===== config.mk =====
export PLATFORM = sky130hd
export DESIGN_NAME = clk_tick_monitor
export DESIGN_NICKNAME = d
export VERILOG_FILES = /design/src/rtl/clk_tick_monitor.sv
export SDC_FILE = /design/constraint.sdc
export NUM_CORES = 1
export LEC_CHECK = 0
export ABC_AREA = 1
export CAP_MARGIN = 20
export CORE_ASPECT_RATIO = 0.7
export CORE_UTILIZATION = 30
export DETAILED_ROUTE_END_ITERATION = 16
export GPL_TIMING_DRIVEN = 0
export PLACE_DENSITY_LB_ADDON = 0.2
export REMOVE_ABC_BUFFERS = 1
export SYNTH_ARGS = -nofsm -noshare
export SYNTH_HDL_FRONTEND = slang
export SYNTH_SLANG_ARGS = --single-unit

===== constraint.sdc =====
create_clock -name pulse -period 2.56 [get_ports pulse]
set_input_delay 0.512 -clock pulse [delete_from_list [all_inputs] [get_ports pulse]]
set_output_delay 0.512 -clock pulse [all_outputs]
set_load 0.03 [all_outputs]

===== src/rtl/clk_tick_monitor.sv =====
// Synchronizes a slow divided clock into the board domain, emits rise/fall enable
// ticks, measures half-periods and runs a lock/loss watchdog on them.
//
// state      | meaning
// -----------+------------------------------------------------------------
// ST_IDLE    | after reset, waiting for the first (reference) edge
// ST_MEASURE | counting consecutive in-tolerance half-periods toward lock
// ST_LOCKED  | timing source trusted, locked=1
// ST_LOST    | watchdog fired, waiting for an edge to start re-measuring
module clk_tick_monitor #(
    parameter int unsigned board_freq  = 50000000,
    parameter int unsigned module_freq = 1,
    parameter int unsigned TOL         = 1024,
    parameter int unsigned LOCK_COUNT  = 2
) (
    input  logic        pulse,
    input  logic        rst_n,
    input  logic        clk_in,
    output logic        tick_rise,
    output logic        tick_fall,
    output logic [27:0] half_period,
    output logic        locked,
    output logic        lost
);

    localparam longint unsigned EXP_HALF_L = 64'(board_freq) / (64'd2 * 64'(module_freq));
    localparam longint unsigned HI_L       = EXP_HALF_L + 64'(TOL);
    localparam longint unsigned LO_L       = (64'(TOL) >= EXP_HALF_L) ? 64'd1 : (EXP_HALF_L - 64'(TOL));
    localparam logic [27:0]     HI         = HI_L[27:0];
    localparam logic [27:0]     LO         = LO_L[27:0];
    localparam logic [15:0]     LOCK_N     = LOCK_COUNT[15:0];

    localparam logic [1:0] ST_IDLE    = 2'd0;
    localparam logic [1:0] ST_MEASURE = 2'd1;
    localparam logic [1:0] ST_LOCKED  = 2'd2;
    localparam logic [1:0] ST_LOST    = 2'd3;

    if (HI_L > 64'h0FFF_FFFF) begin : g_hi_check
        $error("clk_tick_monitor: EXP_HALF+TOL does not fit in 28 bits");
    end
    if (LOCK_COUNT < 1 || LOCK_COUNT > 65535) begin : g_lock_check
        $error("clk_tick_monitor: LOCK_COUNT must be in 1..65535");
    end

    logic        s1_q, s2_q, s3_q;
    logic        tick_rise_q, tick_fall_q;
    logic [27:0] cnt_q, cnt_d;
    logic [27:0] half_period_q, half_period_d;
    logic [15:0] good_cnt_q, good_cnt_d;
    logic [1:0]  state_q, state_d;
    logic        locked_q, locked_d;
    logic        lost_q, lost_d;

    logic        edge_w, rise_w, fall_w;
    logic [27:0] meas_w;
    logic        in_tol_w, timeout_w;

    always_comb begin
        edge_w    = s2_q ^ s3_q;
        rise_w    = s2_q & ~s3_q;
        fall_w    = ~s2_q & s3_q;
        meas_w    = (cnt_q == 28'hFFF_FFFF) ? cnt_q : cnt_q + 28'd1;
        in_tol_w  = (meas_w >= LO) && (meas_w <= HI);
        // an edge in the same cycle as the limit suppresses the timeout
        timeout_w = (cnt_q >= HI) && !edge_w;

        cnt_d         = edge_w ? 28'd0 : meas_w;
        half_period_d = half_period_q;
        good_cnt_d    = good_cnt_q;
        state_d       = state_q;
        lost_d        = lost_q;

        case (state_q)
            ST_IDLE: begin
                if (edge_w) begin
                    state_d    = ST_MEASURE;
                    good_cnt_d = 16'd0;
                end else if (timeout_w) begin
                    state_d = ST_LOST;
                    lost_d  = 1'b1;
                end
            end
            ST_MEASURE: begin
                if (edge_w) begin
                    half_period_d = meas_w;
                    if (in_tol_w) begin
                        good_cnt_d = good_cnt_q + 16'd1;
                        if (good_cnt_q + 16'd1 >= LOCK_N) begin
                            state_d = ST_LOCKED;
                            lost_d  = 1'b0;
                        end
                    end else begin
                        good_cnt_d = 16'd0;
                    end
                end else if (timeout_w) begin
                    state_d = ST_LOST;
                    lost_d  = 1'b1;
                end
            end
            ST_LOCKED: begin
                if (edge_w) begin
                    half_period_d = meas_w;
                    if (!in_tol_w) begin
                        state_d = ST_LOST;
                        lost_d  = 1'b1;
                    end
                end else if (timeout_w) begin
                    state_d = ST_LOST;
                    lost_d  = 1'b1;
                end
            end
            default: begin
                if (edge_w) begin
                    half_period_d = meas_w;
                    good_cnt_d    = 16'd0;
                    state_d       = ST_MEASURE;
                end
            end
        endcase

        locked_d = (state_d == ST_LOCKED);
    end

    always_ff @(posedge pulse) begin
        if (!rst_n) begin
            s1_q          <= 1'b0;
            s2_q          <= 1'b0;
            s3_q          <= 1'b0;
            tick_rise_q   <= 1'b0;
            tick_fall_q   <= 1'b0;
            cnt_q         <= 28'd0;
            half_period_q <= 28'd0;
            good_cnt_q    <= 16'd0;
            state_q       <= ST_IDLE;
            locked_q      <= 1'b0;
            lost_q        <= 1'b0;
        end else begin
            s1_q          <= clk_in;
            s2_q          <= s1_q;
            s3_q          <= s2_q;
            tick_rise_q   <= rise_w;
            tick_fall_q   <= fall_w;
            cnt_q         <= cnt_d;
            half_period_q <= half_period_d;
            good_cnt_q    <= good_cnt_d;
            state_q       <= state_d;
            locked_q      <= locked_d;
            lost_q        <= lost_d;
        end
    end

    assign tick_rise   = tick_rise_q;
    assign tick_fall   = tick_fall_q;
    assign half_period = half_period_q;
    assign locked      = locked_q;
    assign lost        = lost_q;

endmodule


==> results of run 1 <==
[Yosys cell counts (all sizes together), types with 2 or more instances]
master / n / area share
a21oi: 32 / 0.043
nor2: 112 / 0.10
o211ai: 21 / 0.035
o21bai: 2 / 0.0033
inv: 105 / 0.088
dfxtp: 81 / 0.36
ha: 10 / 0.028
nand4: 7 / 0.0097
a31oi: 3 / 0.0042
o21ai: 16 / 0.019
xor2: 13 / 0.025
nand3: 30 / 0.036
nor3: 3 / 0.0033
nand3b: 2 / 0.0033
clkbuf: 14 / 0.012
xnor2: 12 / 0.023
or2: 5 / 0.0070
buf: 4 / 0.0089
nand2: 194 / 0.17
[state kept, by name, summed over array words and instances, names as in the netlist]
name,flops
cnt_q,28
half_period,28
good_cnt_q,16
state_q,2
locked,1
lost,1
s1_q,1
s2_q,1
s3_q,1
tick_fall,1
tick_rise,1
[layout make-up]
class | count | area (µm²)
Clock buffer | 10 | 239.0
Clock inverter | 4 | 30.03
Fill cell | 1506 | 8537
Inverter | 106 | 419.2
Multi-Input combinational cell | 473 | 2858
Sequential cell | 81 | 1660
Tap cell | 195 | 244.0
Timing Repair Buffer | 69 | 679.4
Timing Repair inverter | 1 | 8.758
[kinds of logic after synthesis]
group / after synthesis / synth area share
xor gates and xnor gates: 25 / 0.04869
buffers and inverters: 124 / 0.1096
DFF: 81 / 0.3606
and+or+nand+nor: 356 / 0.3381
adders and majority gates: 10 / 0.02782
AOI/OAI and AO/OA: 80 / 0.1152
[timing repair]
item                                    in CTS  in global routing
buffers inserted                            15                 18
gates resized for setup                     85                 80
pin swaps                                   17                 36
gates cloned                                 2                  1
endpoints found under the setup margin      21                 24
[stage by stage]
stage / power [µW] / setup slack, ps / instances / cell area (µm²)
4_1_cts: 2937 / -24.87 / 920 / 5715
2_1_floorplan: 1581 / -403.4 / 658 / 4404
6_report: 2916 / -142.1 / 939 / 6138
3_5_place_dp: 1713 / -751.5 / 889 / 5039
3_3_place_gp: 1700 / -1580 / 887 / 4989
5_1_grt: 3040 / -318.7 / 939 / 6138
[tightest hold or removal path, delay by kind of cell (launching register included)]
kind | cells | cell delay, ps
buffers and inverters | 1 | 40
flip-flops | 1 | 310
AND/OR/NAND/NOR | 1 | 50
[power breakdown]
| part | switching (µW) | leakage (µW) | internal [µW] | total, µW |
|---|---|---|---|---|
| registers | 32.0 | 0.000667 | 1300 | 1330 |
| logic | 234 | 0.00191 | 146 | 381 |
| clock network | 526 | 0.000131 | 675 | 1200 |
| total | 792 | 0.00271 | 2120 | 2920 |
[per-layer routing]
layer  GRT usage  part of all wire  vias to the layer above  wire [µm]
li1            -                 -                     2232          -
met1      0.2591              0.52                     2074       6851
met2      0.2280              0.40                      124       5243
met3     0.03991             0.064                       15        835
met4     0.06333             0.015                        0        201
met5           0                 0                        -          0
[path summary, 6_finish.rpt]
path | to | start | depth (start not counted) | slack (ps)
max | good_cnt_q[7] | cnt_q[25] | 15 | -140
min | s2_q | s1_q | 2 | 430
max reg2reg | good_cnt_q[7] | cnt_q[25] | 15 | -140
min reg2reg | s2_q | s1_q | 2 | 430
==> results.md, run 1 <==
- Synth unique cells: 44
- Die W: 148.3 µm
- Status: complete, but fails checks
- Core ar.: 0.01468 mm²
- Setup ws final: -142.1 ps
- Setup repair after global routing missed its margin: true
- Slew @ Worst Pin: 1010 ps
- Area delta synth->final: 36.51%
- Crit path largest cell delay: 440 ps
- Most common cell on crit path: nor2_1
- CTS Buffer Depth: 2
- Nets: 754
- Clk_skew: 8.986 ps
- Worst Hold Class: reg -> reg
- Post-synth ARST share: 0
- Drt total wl: 13130 µm
- Synthesis Warnings: 0
- Worst setup SP type: register
- Die H: 104.4 µm
- Achievable frequency: 0.3701 GHz
- Gr ovfl total: 0
- EDFF count, synth: 0
- Leakage: 0.002710 µW
- Crit end category: register
- Predominant post-synthesis flop cell: dfxtp_1
- Syn Area/Cell: 6.652 µm²
- Hold_buf cts: 0
- Most frequent cells in the layout: nand2_1, inv_1, nor2_1
- Final hold violation count: 0
- Max Slew Vio Count: 0
- Vias in the first global route: 3853
- Largest net degree at the start of global routing: 30
- Period utilisation layout: 1.056
- Initial antenna violation count: 0
- CP top delay family: simple AND/OR/NAND/NOR gates
- First-pass GRT wire length: 20290 µm
- Initial core utilization: 0.3064
- Clock sink count: 81
- Layout Utilization: 0.4183
- Slew HR: 0.3248
- Register area share after synthesis: 0.3606
- DR vias/cell: 4.734
- H-tree depth: 3
- Gpl congestion: 0.8920
- Max-cap violations: 0
- Crit-path max FO: 7
- Worst path buffer plus inverter count: 3
- Die area: 0.01549 mm²
- Setup tns final: -1249 ps
- GRT Util Overall: 0.1710
- CP arrival: 2970 ps
- Syn Std Cell Area: 0.004497 mm²
- Fin crit period: 2702 ps
- # setup viols final: 21
- Crit Path Class: reg -> reg
- Total number of vias: 4445
- Clock-pin slew on the worst setup and hold paths: 60 ps
- Later-pin clock latency in the skew report: 350 ps
- # IOs: 35
- Worst vdd ir: 316.5 µV
- TritonCTS clock tree: yes
- Syn Inst Count: 676
- Rows: 37
- Yosys reg bits: 81
- Antenna Cells: 0
- Clock buffer count from CTS: 9
- Slowest stage cell, crit path: dfxtp_1
- TritonRoute pass-1 iters: 5
- Number of remaining DRC errors: 0
- Violated checks: setup timing
- Commonest non-fill, non-tap cell in the layout: nand2_1
- Iter 0 DRT Violations: 197
- Post-DRT Antenna Nets: 0
- Share of cells above drive strength 1: 0.2823
- Required @ worst endpoint: 2830 ps
- Buffers on Ports: 34
- Cell area power density: 475.1 mW/mm²
- Clk Tree Root Cell: clkbuf_16
- Crit-path cells: nand4_1, nor2_4, nand2_8, buf_12, inv_6, or2_2, nor2_1, nor2_1, nor2_1, o21ai_4, nand2_2, inv_2, nand2_4, or2_1, a21oi_2
- WL/cell: 13.98 µm
- WHS: 427.7 ps
- DP HPWL: 8694 µm
No activity file was read; power rests on OpenSTA's default activity.
==> inputs of run 2 (changes only) <==
- clock period: 2.56 -> 2.9 ns (I/O delays scaled with it)
==> results.md, run 2 (same netlist as run 1, synthesis figures left out) <==
- Clock power share: 0.416
- Required @ worst endpoint: 3170 ps
- Setup repair after global routing missed its margin: true
- Worst setup SP type: register
- Hold_buf cts: 0
- Number of remaining DRC errors: 0
- First-pass GRT wire length: 19200 µm
- GRT Util Overall: 0.1613
- Cell area power density: 447.4 mW/mm²
- Die area: 0.01549 mm²
- WL/cell: 13.39 µm
- Buffers on Ports: 34
- Max-cap violations: 0
- Most frequent cells in the layout: nand2_1, inv_1, nor2_1
- Clock-pin slew on the worst setup and hold paths: 60 ps
- Die H: 104.4 µm
- Slowest stage cell, crit path: dfxtp_1
- Crit-path max FO: 5
- Status: complete, no violations
- Clk Tree Root Cell: clkbuf_16
- Largest net degree at the start of global routing: 30
- TritonRoute pass-1 iters: 5
- Initial core utilization: 0.3064
- Crit Path Class: reg -> reg
- Slew HR: 0.3455
- Commonest non-fill, non-tap cell in the layout: nand2_1
- Routing usage on met2: 0.2049
- Power Total: 2577 µW
- Sw Pwr: 705.0 µW
- Iter 0 DRT Violations: 291
- Placed cell count: 889
- Vias in the first global route: 3700
- Crit end category: register
- Clk_skew: 9.838 ps
- Sw frac: 0.2736
- Met1 Use GR: 0.2510
- H-tree depth: 3
- Met3 GRT Util: 0.03640
- Post-DRT Antenna Nets: 0
- Design area: 0.005759 mm²
- Final hold violation count: 0
- # setup viols final: 0
- Max Slew Vio Count: 0
- Combinational share of power: 0.127
- Fin crit period: 2728 ps
- Internal power: 1872 µW
- Antenna Cells: 0
- Core ar.: 0.01468 mm²
- Layout Utilization: 0.3924
- Post-DP Area: 0.005039 mm²
- Sequential power share: 0.457
- Area delta synth->final: 28.07%
- Gr ovfl total: 0
- Worst path buffer plus inverter count: 4
- TritonCTS clock tree: yes
- Initial antenna violation count: 0
- Clock sink count: 81
- DP HPWL: 8694 µm
- Worst Hold Class: reg -> reg
- # IOs: 35
- Period utilisation layout: 0.9407
- Nets: 742
- DR vias/cell: 4.631
- Rows: 37
- CTS Buffer Depth: 2
- Later-pin clock latency in the skew report: 360 ps
- Slew @ Worst Pin: 979.4 ps
- Non-filler cells, final: 927
- R2r setup slk: 170 ps
- Leakage: 0.002562 µW
- WHS: 427.5 ps
- Achievable frequency: 0.3666 GHz
- Crit path largest cell delay: 400 ps
- Worst vdd ir: 272.7 µV
- CP top delay family: simple AND/OR/NAND/NOR gates
- Global routing's busiest layer: met1
- Total number of vias: 4293
- Most common cell on crit path: nand2_2
- Share of cells above drive strength 1: 0.1981
- Crit-path cells: nand2_1, nor2_2, nand2_4, nor2_8, buf_12, nand2_2, nand2_1, nand2_2, inv_2, nand2_2, nor2_4, nand2_2, clkinv_1, nand2_2, o21ai_4, nand2_2, inv_2, nand2_4, or2_1, a21oi_1
- Die W: 148.3 µm
- CP arrival: 3000 ps
- Drt total wl: 12410 µm
- Gpl congestion: 0.8920
- Clock buffer count from CTS: 9
==> run 2: cell types whose count changed in the layout (fill, tap and decap cells not counted), moves of 4 or more <==
cell     before  now
buf_4        27   18
dfxtp_1      58   69
dfxtp_2      19    9
nand2_1     144  161
nand2_2      37   30
nand2_4      13    4
nand3_1      22   26
nor2_1       72   84
nor2_2       24   17
nor2_4       15   10
==> run 2: tightest hold or removal path, delay by kind of cell (launching register included) <==
family | cells | cell delay, ps
DFF | 1 | 310
and+or+nand+nor | 1 | 50
buffers and inverters | 1 | 40
==> run 2: power groups by stage <==
stage	Clock (µW)	Sequential [µW]	Combinational (µW)
after detailed placement	0	1200	308
after CTS	1090	1180	311
after floorplan	0	1250	140
final	1070	1180	326
after global routing	1140	1180	360
after global placement	0	1200	297
==> run 2: path summary, 6_finish.rpt <==
check                        to  startpoint  cells past startpoint
setup / recovery  good_cnt_q[7]    cnt_q[7]                     20
hold reg to reg            s2_q        s1_q                      2
setup reg to reg  good_cnt_q[7]    cnt_q[7]                     20
hold / removal             s2_q        s1_q                      2
==> run 2: timing repair <==
| item | 4_1_cts | 5_1_grt |
|---|---|---|
| resized for setup | 11 | 72 |
| endpoints found under the setup margin | 20 | 20 |
| gates cloned | 1 | 2 |
| hold endpoints to repair | 0 | 0 |
| pin swaps | 1 | 25 |
| setup buffers | 0 | 21 |
==> run 2: layer usage <==
metal  routed length [µm]  share of wire  vias to the layer above
li1                     -              -                     2211
met1                 6915           0.56                     1985
met2                 4741           0.38                       81
met3                  558          0.045                       16
met4                  196          0.016                        0
met5                    0              0                        -
==> run 2: layout make-up <==
| cell class | count | area, µm² |
|---|---|---|
| Clock buffer | 10 | 239.0 |
| Timing Repair inverter | 1 | 6.256 |
| Clock inverter | 4 | 30.03 |
| Sequential cell | 81 | 1644 |
| Tap cell | 195 | 244.0 |
| Inverter | 106 | 410.4 |
| Multi-Input combinational cell | 473 | 2616 |
| Fill cell | 1541 | 8916 |
| Timing Repair Buffer | 57 | 569.3 |
==> run 2: metrics by stage <==
stage	setup TNS (ps)	setup WS, ps
2_1_floorplan	-253.5	-63.37
3_3_place_gp	-43990	-1240
3_5_place_dp	-7868	-411.5
4_1_cts	0	12.76
5_1_grt	-181.2	-45.39
6_report	0	172.1
==> inputs of run 3 (changes only) <==
- CTS_CLUSTER_SIZE: not set -> 8
- clock period: 2.9 -> 2.6 ns (I/O delays scaled with it)
==> results.md, run 3 (same netlist as run 1, synthesis figures left out) <==
- Status: complete, but fails checks
- Violated checks: setup timing
- Clk_skew: 7.612 ps
- Buffers on Ports: 34
- Max-cap violations: 0
- Initial antenna violation count: 0
- Period utilisation layout: 1.032
- Core ar.: 0.01468 mm²
- Internal power: 2087 µW
- WL/cell: 13.57 µm
- CTS Buffer Depth: 2
- DP HPWL: 8694 µm
- Slew @ Worst Pin: 997.8 ps
- Largest net degree at the start of global routing: 30
- Clock sink count: 81
- TritonRoute pass-1 iters: 5
- Gpl congestion: 0.8920
- Layout Utilization: 0.3924
- RR Endpoint: good_cnt_q[7]
- Fin crit period: 2683 ps
- Setup ws final: -83.31 ps
- CP arrival: 2950 ps
- R2r setup slk: -80 ps
- Clock buffer count from CTS: 9
- Vias in the first global route: 3809
- Worst Setup SP: cnt_q[25]
- Worst Hold Class: reg -> reg
- Clk Tree Root Cell: clkbuf_16
- Slew HR: 0.3332
- Setup tns final: -452.9 ps
- Sw Pwr: 772.6 µW
- Share of cells above drive strength 1: 0.2077
- Area delta synth->final: 28.07%
- CP Capture Point: good_cnt_q[7]
- Crit end category: register
- H-tree depth: 3
- Combinational share of power: 0.127
- Worst vdd ir: 305.5 µV
- # IOs: 35
- Required @ worst endpoint: 2860 ps
- Number of remaining DRC errors: 0
- Sequential power share: 0.459
- R2R depth: 15
- Die H: 104.4 µm
- Clock-pin slew on the worst setup and hold paths: 60 ps
- Crit-path max FO: 6
- Drt total wl: 12580 µm
- Post-DRT Antenna Nets: 0
- TritonCTS clock tree: yes
- Most frequent cells in the layout: nand2_1, inv_1, nor2_1
- First-pass GRT wire length: 19810 µm
- DR vias/cell: 4.668
- Total number of vias: 4327
- Leakage: 0.002565 µW
- Die area: 0.01549 mm²
- Gr ovfl total: 0
- Clock power share: 0.414
- Max Slew Vio Count: 0
- Later-pin clock latency in the skew report: 350 ps
- # setup viols final: 17
- Setup repair after global routing missed its margin: true
- Initial core utilization: 0.3064
- Worst setup SP type: register
- Antenna Cells: 0
- Iter 0 DRT Violations: 265
- Die W: 148.3 µm
- Achievable frequency: 0.3727 GHz
- GRT Util Overall: 0.1663
- Cell area power density: 496.5 mW/mm²
- Commonest non-fill, non-tap cell in the layout: nand2_1
- Rows: 37
- Crit Path Class: reg -> reg
- Crit Reg-Reg Startpoint: cnt_q[25]
- Final hold violation count: 0
- Nets: 742
- Sw frac: 0.2702
[run 3: layout make-up]
type / count / area [µm²]
Clock buffer: 10 / 239.0
Clock inverter: 4 / 30.03
Fill cell: 1543 / 8916
Inverter: 106 / 405.4
Multi-Input combinational cell: 473 / 2638
Sequential cell: 81 / 1653
Tap cell: 195 / 244.0
Timing Repair Buffer: 57 / 544.3
Timing Repair inverter: 1 / 6.256
[run 3: stage by stage]
stage	worst slack (ps)	total power (µW)	hold slack [ps]	instances	area [µm²]
final	-83.31	2860	427.1	927	5759
after global routing	-270.3	2982	466.1	927	5759
after CTS	-7.057	2891	429.6	915	5573
after detailed placement	-711.5	1687	413.0	889	5039
after global placement	-1540	1674	397.4	887	4989
after floorplan	-363.4	1556	390.0	658	4404
[run 3: what timing repair did]
action                                  in CTS  in global routing
hold buffers                                 0                  0
gates resized for setup                     58                 32
pin swaps                                   16                 23
endpoints found under the setup margin      20                 24
setup buffers                               11                 10
gates cloned                                 1                  2
[run 3: worst min path at each step]
| stage | start | endpoint | slack, ps | depth (start not counted) |
|---|---|---|---|---|
| 2_1_floorplan | s1_q | s2_q | 390 | 2 |
| 3_3_place_gp | s1_q | s2_q | 400 | 2 |
| 3_5_place_dp | s1_q | s2_q | 410 | 2 |
| 4_1_cts | s1_q | s2_q | 430 | 2 |
| 5_1_grt | s1_q | s2_q | 470 | 2 |
| 6_report | s1_q | s2_q | 430 | 2 |
[run 3: per-layer routing]
layer / track usage / wire (µm) / vias to the layer above
met5: 0 / 0 / -
met4: 0.06259 / 180 / 0
met3: 0.03772 / 788 / 13
met2: 0.2210 / 4904 / 108
met1: 0.2529 / 6705 / 1995
li1: - / - / 2211
[run 3: power groups by stage]
stage | Clock (µW) | Sequential, µW | Combinational, µW
after floorplan | 0 | 1400 | 157
after global placement | 0 | 1340 | 332
after detailed placement | 0 | 1340 | 344
after CTS | 1220 | 1320 | 354
after global routing | 1260 | 1320 | 399
final | 1180 | 1310 | 363
[run 3: worst max-delay path: stages (launching register included)]
cell     delay, ps
dfxtp_1        440
nand4_1        270
nor2_4         320
nand2_8        110
buf_4          170
xor2_1         150
nor2_1          90
nand2_1         70
nor2_2         100
nand4_1        170
nand2_4        130
nand2_1         60
inv_2           70
nand2_4         90
or2_1          230
a21oi_1        120
